### config.mk
export PLATFORM = sky130hd
export DESIGN_NAME = segment7_reader
export DESIGN_NICKNAME = d
export VERILOG_FILES = /design/src/rtl/segment7_pkg.sv /design/src/rtl/segment7_encode.sv /design/src/rtl/segment7_reader.sv
export SDC_FILE = /design/constraint.sdc
export NUM_CORES = 1
export LEC_CHECK = 0
export ABC_AREA = 0
export BUFFER_PORTS_ARGS = -buffer_cell sky130_fd_sc_hd__buf_4
export CORE_MARGIN = 1.5
export CORE_UTILIZATION = 30
export CTS_CLUSTER_SIZE = 12
export DETAILED_ROUTE_END_ITERATION = 10
export PLACE_DENSITY_LB_ADDON = 0.05
export SLEW_MARGIN = 0
export SYNTH_ARGS = -nofsm -noshare
export SYNTH_HDL_FRONTEND = slang
export SYNTH_HIERARCHICAL = 1
export SYNTH_SLANG_ARGS = --single-unit
### constraint.sdc
create_clock -name clk -period 8.8 [get_ports clk]
set_input_delay 0.44 -clock clk [delete_from_list [all_inputs] [get_ports clk]]
set_output_delay 0.44 -clock clk [all_outputs]
set_load 0.05 [all_outputs]
### src/rtl/segment7_pkg.sv
// Shared types and constants for the 7-segment display reader.
// Patterns are active-low, bit6=a ... bit0=g.
// Codes: 0..9 for digits, CODE_BLANK for an all-off digit, CODE_INVALID otherwise.
package segment7_pkg;

    typedef enum logic [1:0] {
        S_IDLE  = 2'd0,
        S_TRACK = 2'd1,
        S_HOLD  = 2'd2
    } state_t;

    localparam logic [6:0] PAT_0 = 7'b0000001;
    localparam logic [6:0] PAT_1 = 7'b1001111;
    localparam logic [6:0] PAT_2 = 7'b0010010;
    localparam logic [6:0] PAT_3 = 7'b0000110;
    localparam logic [6:0] PAT_4 = 7'b1001100;
    localparam logic [6:0] PAT_5 = 7'b0100100;
    localparam logic [6:0] PAT_6 = 7'b0100000;
    localparam logic [6:0] PAT_7 = 7'b0001111;
    localparam logic [6:0] PAT_8 = 7'b0000000;
    localparam logic [6:0] PAT_9 = 7'b0000100;
    localparam logic [6:0] PAT_BLANK = 7'b1111111;

    localparam logic [3:0] CODE_INVALID = 4'hF;
    localparam logic [3:0] CODE_BLANK   = 4'hA;

endpackage

### src/rtl/segment7_encode.sv
// Purpose: combinational segment pattern -> BCD code lookup.
// Latency: 0 cycles. Backpressure: none (pure combinational).
// Option: SEG7_READER_BLANK_EN maps the all-off pattern to CODE_BLANK.
module segment7_encode
    import segment7_pkg::*;
(
    input  logic [6:0] seg,
    output logic [3:0] code
);

    // Exact match against the ten digit patterns; anything else is invalid.
    always_comb begin
        code = CODE_INVALID;
        case (seg)
            PAT_0: code = 4'd0;
            PAT_1: code = 4'd1;
            PAT_2: code = 4'd2;
            PAT_3: code = 4'd3;
            PAT_4: code = 4'd4;
            PAT_5: code = 4'd5;
            PAT_6: code = 4'd6;
            PAT_7: code = 4'd7;
            PAT_8: code = 4'd8;
            PAT_9: code = 4'd9;
`ifdef SEG7_READER_BLANK_EN
            PAT_BLANK: code = CODE_BLANK;
`else
            PAT_BLANK: code = CODE_INVALID;
`endif
            default: code = CODE_INVALID;
        endcase
    end

endmodule

### src/rtl/segment7_reader.sv
// Purpose: debounce a multiplexed 7-seg bus into a BCD frame snapshot (option: SEG7_READER_BLANK_EN).
// Latency: 1 input-register cycle + STABLE_CNT samples per digit; snapshot one edge after the frame completes.
// Backpressure: out_valid holds until out_ready; a frame completing meanwhile is dropped and flags overrun.
module segment7_reader
    import segment7_pkg::*;
#(
    parameter int NUM_DIGITS = 4,
    parameter int STABLE_CNT = 4
) (
    input  logic                    clk,
    input  logic                    rst,
    input  logic [6:0]              seg,
    input  logic [NUM_DIGITS-1:0]   anode,
    input  logic                    out_ready,
    output logic                    out_valid,
    output logic [4*NUM_DIGITS-1:0] out_digits,
    output logic                    pattern_err,
    output logic                    overrun
);

    localparam int IDX_W = (NUM_DIGITS > 1) ? $clog2(NUM_DIGITS) : 1;
    localparam int ZC_W  = IDX_W + 1;
    localparam logic [3:0] CNT_LAST = 4'(STABLE_CNT - 1);
    localparam bit ONE_SHOT = (STABLE_CNT == 1);

    logic [6:0]                  seg_q;
    logic [NUM_DIGITS-1:0]       anode_q;
    logic [3:0]                  samp_code;
    logic [IDX_W-1:0]            samp_idx;
    logic [ZC_W-1:0]             zero_cnt;
    logic                        samp_vld;
    state_t                      state, state_nxt;
    logic [3:0]                  cnt;
    logic [IDX_W-1:0]            cand_idx;
    logic [3:0]                  cand_code;
    logic                        fresh, accept, code_ok, frame_done, hs;
    logic [NUM_DIGITS-1:0]       seen, seen_nxt;
    logic [NUM_DIGITS-1:0][3:0]  digit_reg;

    segment7_encode u_encode (
        .seg  (seg_q),
        .code (samp_code)
    );

    // Register the raw bus once; idle value is all segments/anodes off.
    always_ff @(posedge clk or posedge rst) begin
        if (rst) begin
            seg_q   <= '1;
            anode_q <= '1;
        end else begin
            seg_q   <= seg;
            anode_q <= anode;
        end
    end

    // A sample is usable only when exactly one anode is driven low.
    always_comb begin
        zero_cnt = '0;
        samp_idx = '0;
        for (int i = 0; i < NUM_DIGITS; i++) begin
            if (!anode_q[i]) begin
                zero_cnt = zero_cnt + ZC_W'(1);
                samp_idx = IDX_W'(i);
            end
        end
    end

    assign samp_vld   = (zero_cnt == ZC_W'(1));
    // A new candidate starts from idle or whenever the (digit, code) pair changes.
    assign fresh      = (state == S_IDLE) || (samp_idx != cand_idx) || (samp_code != cand_code);
    assign code_ok    = (samp_code != CODE_INVALID);
    assign frame_done = &seen;
    assign hs         = out_valid && out_ready;

    // FSM state register.
    always_ff @(posedge clk or posedge rst) begin
        if (rst) state <= S_IDLE;
        else     state <= state_nxt;
    end

    // FSM next state: invalid samples always fall back to idle.
    always_comb begin
        state_nxt = state;
        if (!samp_vld)                state_nxt = S_IDLE;
        else if (fresh)               state_nxt = ONE_SHOT ? S_HOLD : S_TRACK;
        else if (state == S_TRACK)    state_nxt = (cnt == CNT_LAST) ? S_HOLD : S_TRACK;
        else                          state_nxt = S_HOLD;
    end

    // FSM outputs: accept on the sample that brings the run to STABLE_CNT.
    always_comb begin
        accept = 1'b0;
        if (samp_vld) begin
            if (fresh)                 accept = ONE_SHOT;
            else if (state == S_TRACK) accept = (cnt == CNT_LAST);
        end
    end

    // Run counter and the candidate it is counting.
    always_ff @(posedge clk or posedge rst) begin
        if (rst) begin
            cnt       <= '0;
            cand_idx  <= '0;
            cand_code <= '0;
        end else if (!samp_vld) begin
            cnt <= '0;
        end else if (fresh) begin
            cnt       <= 4'd1;
            cand_idx  <= samp_idx;
            cand_code <= samp_code;
        end else if (state == S_TRACK) begin
            cnt <= cnt + 4'd1;
        end
    end

    // Seen mask: drop the finished frame first, then mark any digit accepted this cycle.
    always_comb begin
        seen_nxt = (frame_done && !hs) ? '0 : seen;
        if (accept && code_ok) seen_nxt[samp_idx] = 1'b1;
    end

    // Digit store, snapshot handshake, error and overrun flags.
    always_ff @(posedge clk or posedge rst) begin
        if (rst) begin
            seen        <= '0;
            digit_reg   <= '0;
            out_valid   <= 1'b0;
            out_digits  <= '0;
            pattern_err <= 1'b0;
            overrun     <= 1'b0;
        end else begin
            seen        <= seen_nxt;
            pattern_err <= accept && !code_ok;
            if (accept && code_ok) digit_reg[samp_idx] <= samp_code;
            if (hs) begin
                out_valid <= 1'b0;
            end else if (frame_done && !out_valid) begin
                out_valid  <= 1'b1;
                out_digits <= digit_reg;
            end
            if (frame_done && out_valid && !out_ready) overrun <= 1'b1;
        end
    end

endmodule

==> results of run 1 <==
[report_power, final]
group	internal (W)	leakage [nW]	total [W]	switching, W
clock network	0.000139	0.104	0.000251	0.000112
logic	0.0000229	0.687	0.0000560	0.0000331
registers	0.000297	0.802	0.000306	0.00000917
total	0.000459	1.59	0.000613	0.000155
[cells by family (layout without fill, tap and decap cells)]
logic type / count (synthesis) / count (layout)
flip-flops: 62 / 62
AND/OR/NAND/NOR: 53 / 53
multiplexers: 38 / 38
AO/OA/AOI/OAI: 28 / 28
buffers and inverters: 11 / 54
XOR/XNOR: 10 / 10
adder cells (fa/ha/maj): 4 / 4
[per-stage QoR]
stage	instance area, um^2	hold slack (ns)	setup slack, ns	utilization	total power, W
after floorplan	2780	0.4445	6.032	-	0.0003549
after global placement	3126	0.4658	5.503	0.3532	0.0003692
after detailed placement	3126	0.4706	5.451	0.3532	0.0003690
after CTS	3324	0.1797	5.422	0.3757	0.0006278
after global routing	3324	0.1657	5.187	0.3757	0.0006493
final	3324	0.2022	5.472	0.3757	0.0006134
[layout by cell type (no fill, tap or decap), types with 5 or more instances in the layout]
cell	Yosys	layout
o21ai_1	5	5
dfstp_2	11	11
nor2_1	6	5
mux2_1	21	21
dfrtp_1	51	51
buf_4	0	33
a21o_1	5	5
xor2_1	7	7
nor4_4	5	5
nand2_1	10	10
clkbuf_8	0	10
mux2_2	16	16
[per-layer routing]
layer	GRT usage	vias up	wire, um
li1	-	811	-
met1	0.1542	847	2480
met2	0.1786	23	2407
met3	0.04146	8	192
met4	0.04875	0	83
met5	0	-	0
[final cells by class]
class,instances,area (um^2)
fill,880,5524
sequential,62,1565
multi-input combinational,133,1159
timing repair buffer,33,247.7
clock buffer,11,141.4
tap,108,135.1
clock inverter,5,57.56
inverter,5,18.77
[critical path: cells and delay by family (launching register included)]
kind	cells	cell delay, ns
DFF	1	0.58
AOI/OAI and AO/OA	3	0.91
xor gates and xnor gates	1	0.16
and+or+nand+nor	4	1.19
muxes	1	0.36
[path summary, 6_finish.rpt]
| kind | from | end | slack [ns] | depth (start not counted) |
|---|---|---|---|---|
| min in group asynchronous | rst | cnt[2] | 0.33 | 3 |
| setup reg to reg | seg_q[5] | digit_reg[1] | 5.47 | 9 |
| max in group asynchronous | rst | out_digits[5] | 7.95 | 3 |
| setup / recovery | seg_q[5] | digit_reg[1] | 5.47 | 9 |
| hold / removal | seg[5] | seg_q[5] | 0.20 | 1 |
| hold reg to reg | seen[2] | seen[2] | 0.48 | 1 |
==> impl_metrics.tcl, run 1 <==
set metrics [dict create \
    path_class "reg -> reg" \
    gr-total-overflow 0 \
    first_pass_iters 4 \
    num_rows 34 \
    period_minus_slack_ns 3.328 \
    cts_num_sinks 62 \
    dr_total_vias 1689 \
    fin_tns_setup_ns 0 \
    ys_ff_latch 62 \
    grt_pass1_vias 1721 \
    die_w_um 99.27 \
    synth-xor-area-share 0.03150 \
    crit_fanout 7 \
    antenna_cells 0 \
    drc 0 \
    worst_setup_path_start_kind "flip-flop" \
    post-synth-top-area-fraction 0.4590 \
    crit_top_cell "o21ai_1" \
    maxSlewHeadroom 0.3907 \
    synth_compound_area_frac 0.07156 \
    synth_top_family_by_area "multiplexers" \
    clock_latency_ns 0.34 \
    yosys-top-cells-area "dfrtp_1 46%, dfstp_2 10%, mux2_1 8.5%, mux2_2 6.5%, nor4_4 3.8%" \
    grt_util_all_layers 0.1181 \
    critPathArrivalTime_ns 3.54 \
    antenna_found_initial 0 \
    gp_congestion 0.7108 \
    final_max_slew_viol_count 0 \
    p_leak_nw 1.593 \
    setup_viol 0 \
    wl_um 5163 \
    dp_hpwl_um 3539 \
    ys_async_sr_fraction 1.000 \
    crit_path_max_incr_delay_ns 0.58 \
    synth.avg_cell_area_um2 13.50 \
    routedWlPerCell_um 14.46 \
    hp-class "in -> reg" \
    synth_top_cell_by_area "dfrtp_1" \
    final_layout_size_suffix_gt1_frac 0.3574 \
    core_um2 8848 \
    rsz0062_at_grt "no" \
    synthAdderAreaFrac 0.01800 \
    max-vdd-ir-drop_v 0.00008612 \
    cts_tree "built" \
    grt_first_pass_wirelength_um 8990 \
    vias_per_cell 4.731 \
    worstSetupEndpointType "flip-flop" \
    synth-simple-area-share 0.1413 \
    postCtsSetupRepairBufs 0 \
    syn_nets 224 \
    syn_area_um2 2780 \
    clk_pin_slew_ns 0.07 \
    yosysWarnings 6 \
    drtIter0Drc 23 \
    placed_cells 341 \
    start_util 0.3142 \
    dieArea_um2 9854 \
    required_ns 9.01 \
    syn2layout_area_growth_pct 19.58 \
    cts_buffers 9 \
    crit_slowest_cell "dfstp_2" \
    syn_inst 206 \
    synth_ff_type "dfrtp_1" \
    synth_mux_area_frac 0.1535 \
    nets 262 \
    grt_max_degree 63 \
    fmax_ghz 0.3005 \
    cap_violations 0 \
    tightest_slew_ns 0.9129 \
    synth_edf_count 0 \
    cts-resized-gates 0 \
    htree_num_levels 3 \
    cts_root_buffer "clkbuf_8" \
    period_share 0.3781 \
    outcome "finished clean" \
    hold_buffers 0 \
    ys_top_cells_by_count "51 x dfrtp_1, 21 x mux2_1, 16 x mux2_2" \
    num_io_pins 33 \
    path_cells "and3b_1, o21ai_1, nand4_1, o21ai_1, xor2_1, nor3_2, o211ai_4, nor4_4, mux2_1" \
    yosysMostFrequentCell "dfrtp_1" \
    fp.dieH_um 99.27 \
    portBuffers 32 \
    clock-skew-final_ns 0.009486 \
    powerDensity_nw_per_um2 184.5 \
    stdcell_count 357 \
    ys_seq_area_frac 0.5630 \
    report.final.hold_viol_count 0 \
    clk_path_buf_depth 2 \
    ys_types 46 \
    ant_nets 0 \
]
Power figures use the tool's default switching activity.
==> inputs of run 2 (changes only) <==
==> constraint.sdc (replaced) <==
create_clock -name clk -period 3 [get_ports clk]
set_input_delay 0.15 -clock clk [delete_from_list [all_inputs] [get_ports clk]]
set_output_delay 0.15 -clock clk [all_outputs]
set_load 0.05 [all_outputs]
==> run 2 against run 1 <==
Net effect:
- non-clock buffer count up 38
- flip-flop and latch count unchanged
- first-iteration DRC count rose to 2.9 times the previous value
- clock skew up 0.0021 ns
- sequential power rose to 2.9 times the previous value
- largest cell class unchanged
- largest power group unchanged
- highest routed layer unchanged
==> impl_metrics.tcl, run 2 (same netlist as run 1, synthesis figures left out) <==
set metrics [dict create \
    outcome "finished clean" \
    period_share 0.9579 \
    cts_tree "built" \
    dieArea_um2 9854 \
    r2r-end "digit_reg[12]" \
    ant_nets 0 \
    num_rows 34 \
    setup_viol 0 \
    vias_per_cell 4.638 \
    max-vdd-ir-drop_v 0.0002500 \
    dr_total_vias 1832 \
    setup_ws_ns 0.1263 \
    grt_first_pass_wirelength_um 9384 \
    crit_fanout 4 \
    power.switching_w 0.0004804 \
    portBuffers 32 \
    period_minus_slack_ns 2.874 \
    antenna_cells 0 \
    first_pass_iters 4 \
    die_w_um 99.27 \
    start_util 0.3142 \
    routedWlPerCell_um 14.13 \
    drtIter0Drc 66 \
    switching_share 0.2577 \
    final_max_slew_viol_count 0 \
    clk_path_buf_depth 2 \
    rsz0062_at_grt "yes" \
    path_class "reg -> reg" \
    syn2layout_area_growth_pct 32.94 \
    wl_um 5583 \
    grt_pass1_vias 1839 \
    finalInstanceArea_um2 3696 \
    worstSetupEndpointType "flip-flop" \
    final_common_cell "buf_4" \
    cts_buffers 9 \
    r2r_cells 10 \
    grt_max_degree 36 \
    num_io_pins 33 \
    place_area_um2 3258 \
    critPathLaunch "seg_q[1]" \
    gr-total-overflow 0 \
    tightest_slew_ns 0.7598 \
    layout_common_cells "58 x buf_4, 51 x dfrtp_1, 19 x mux2_1" \
    cts_root_buffer "clkbuf_8" \
    p_leak_nw 1.783 \
    core_um2 8848 \
    p_comb_frac 0.115 \
    antenna_found_initial 0 \
    gp_congestion 0.6910 \
    fmax_ghz 0.3480 \
    htree_num_levels 3 \
    maxSlewHeadroom 0.4927 \
    clk_pin_slew_ns 0.08 \
    r2r-start "seg_q[1]" \
    clock-skew-final_ns 0.01154 \
    seq_power_share 0.483 \
    grt_util_all_layers 0.1253 \
    fin_util 0.4177 \
    hp-class "in -> reg" \
    drc 0 \
    final_layout_size_suffix_gt1_frac 0.4286 \
    clockPowerShare 0.402 \
    powerDensity_nw_per_um2 504.4 \
    nets 300 \
    required_ns 3.21 \
    worstSetupEndpoint "digit_reg[12]" \
    cts_num_sinks 62 \
    cap_violations 0 \
    worst_setup_path_start_kind "flip-flop" \
    dp_hpwl_um 3855 \
    dpl_worst_slack_ns 0.04951 \
    clock_latency_ns 0.34 \
    internal-power_w 0.001384 \
    reg2reg_slack_ns 0.13 \
    report.final.hold_viol_count 0 \
    fp.dieH_um 99.27 \
    critPathArrivalTime_ns 3.09 \
]
## run 2: cell types whose count changed in the layout (fill, tap and decap cells not counted), sizes merged
cell and delta:
buf +26, dlygate4sd3 +12, clkinv -2, clkinvlp +2
## run 2: layout make-up
type                       instances  area (um^2)
clock inverter                     5        58.81
timing repair buffer              71        566.8
fill                             849         5152
clock buffer                      11        141.4
multi-input combinational        133         1210
tap                              108        135.1
inverter                           5        18.77
sequential                        62         1565
## run 2: metal layers
metal,GRT usage,wire length [um]
met2,0.1876,2572
met3,0.04849,197
met4,0.03900,63
met5,0,0
met1,0.1679,2750
## run 2: worst max-delay path, stage by stage, from the launching register on
cell and delay, ns:
dfstp_2 0.56, and4b_1 0.26, nand3_2 0.09, nand4_1 0.15, nand3b_1 0.19, xor2_2 0.21
nor4_4 0.36, o211ai_4 0.20, nor4_4 0.22, buf_4 0.19, mux2_1 0.32
## run 2: worst min path at each step
stage,start,end,slack (ns),cells after the start
6_report,out_ready,overrun,0.09,3
5_1_grt,out_ready,overrun,0.10,3
4_1_cts,out_ready,overrun,0.07,3
3_5_place_dp,seg[5],seg_q[5],0.26,1
3_3_place_gp,seg[5],seg_q[5],0.26,1
2_1_floorplan,anode[0],anode_q[0],0.15,0
## run 2: stage by stage
| step | TNS, ns | cells | total power (W) | hold slack [ns] |
|---|---|---|---|---|
| final | 0 | 395 | 0.001864 | 0.09126 |
| after global routing | -0.1930 | 395 | 0.001965 | 0.1003 |
| after CTS | 0 | 387 | 0.001881 | 0.06881 |
| after detailed placement | 0 | 359 | 0.001098 | 0.2595 |
| after global placement | 0 | 359 | 0.001099 | 0.2585 |
| after floorplan | 0 | 206 | 0.001041 | 0.1545 |
## run 2: power groups by stage
stage,Sequential (W),Clock [W],Combinational [W]
detailed placement,0.000915,0,0.000184
floorplan,0.000904,0,0.000137
global placement,0.000916,0,0.000183
finish,0.000900,0.000750,0.000214
global route,0.000905,0.000822,0.000237
CTS,0.000900,0.000785,0.000196
## run 2: repair_timing
action	CTS	global route
setup endpoints to repair	0	21
resized for setup	0	11
endpoints found under the hold margin	43	0
hold buffers	12	0
setup buffers	0	8
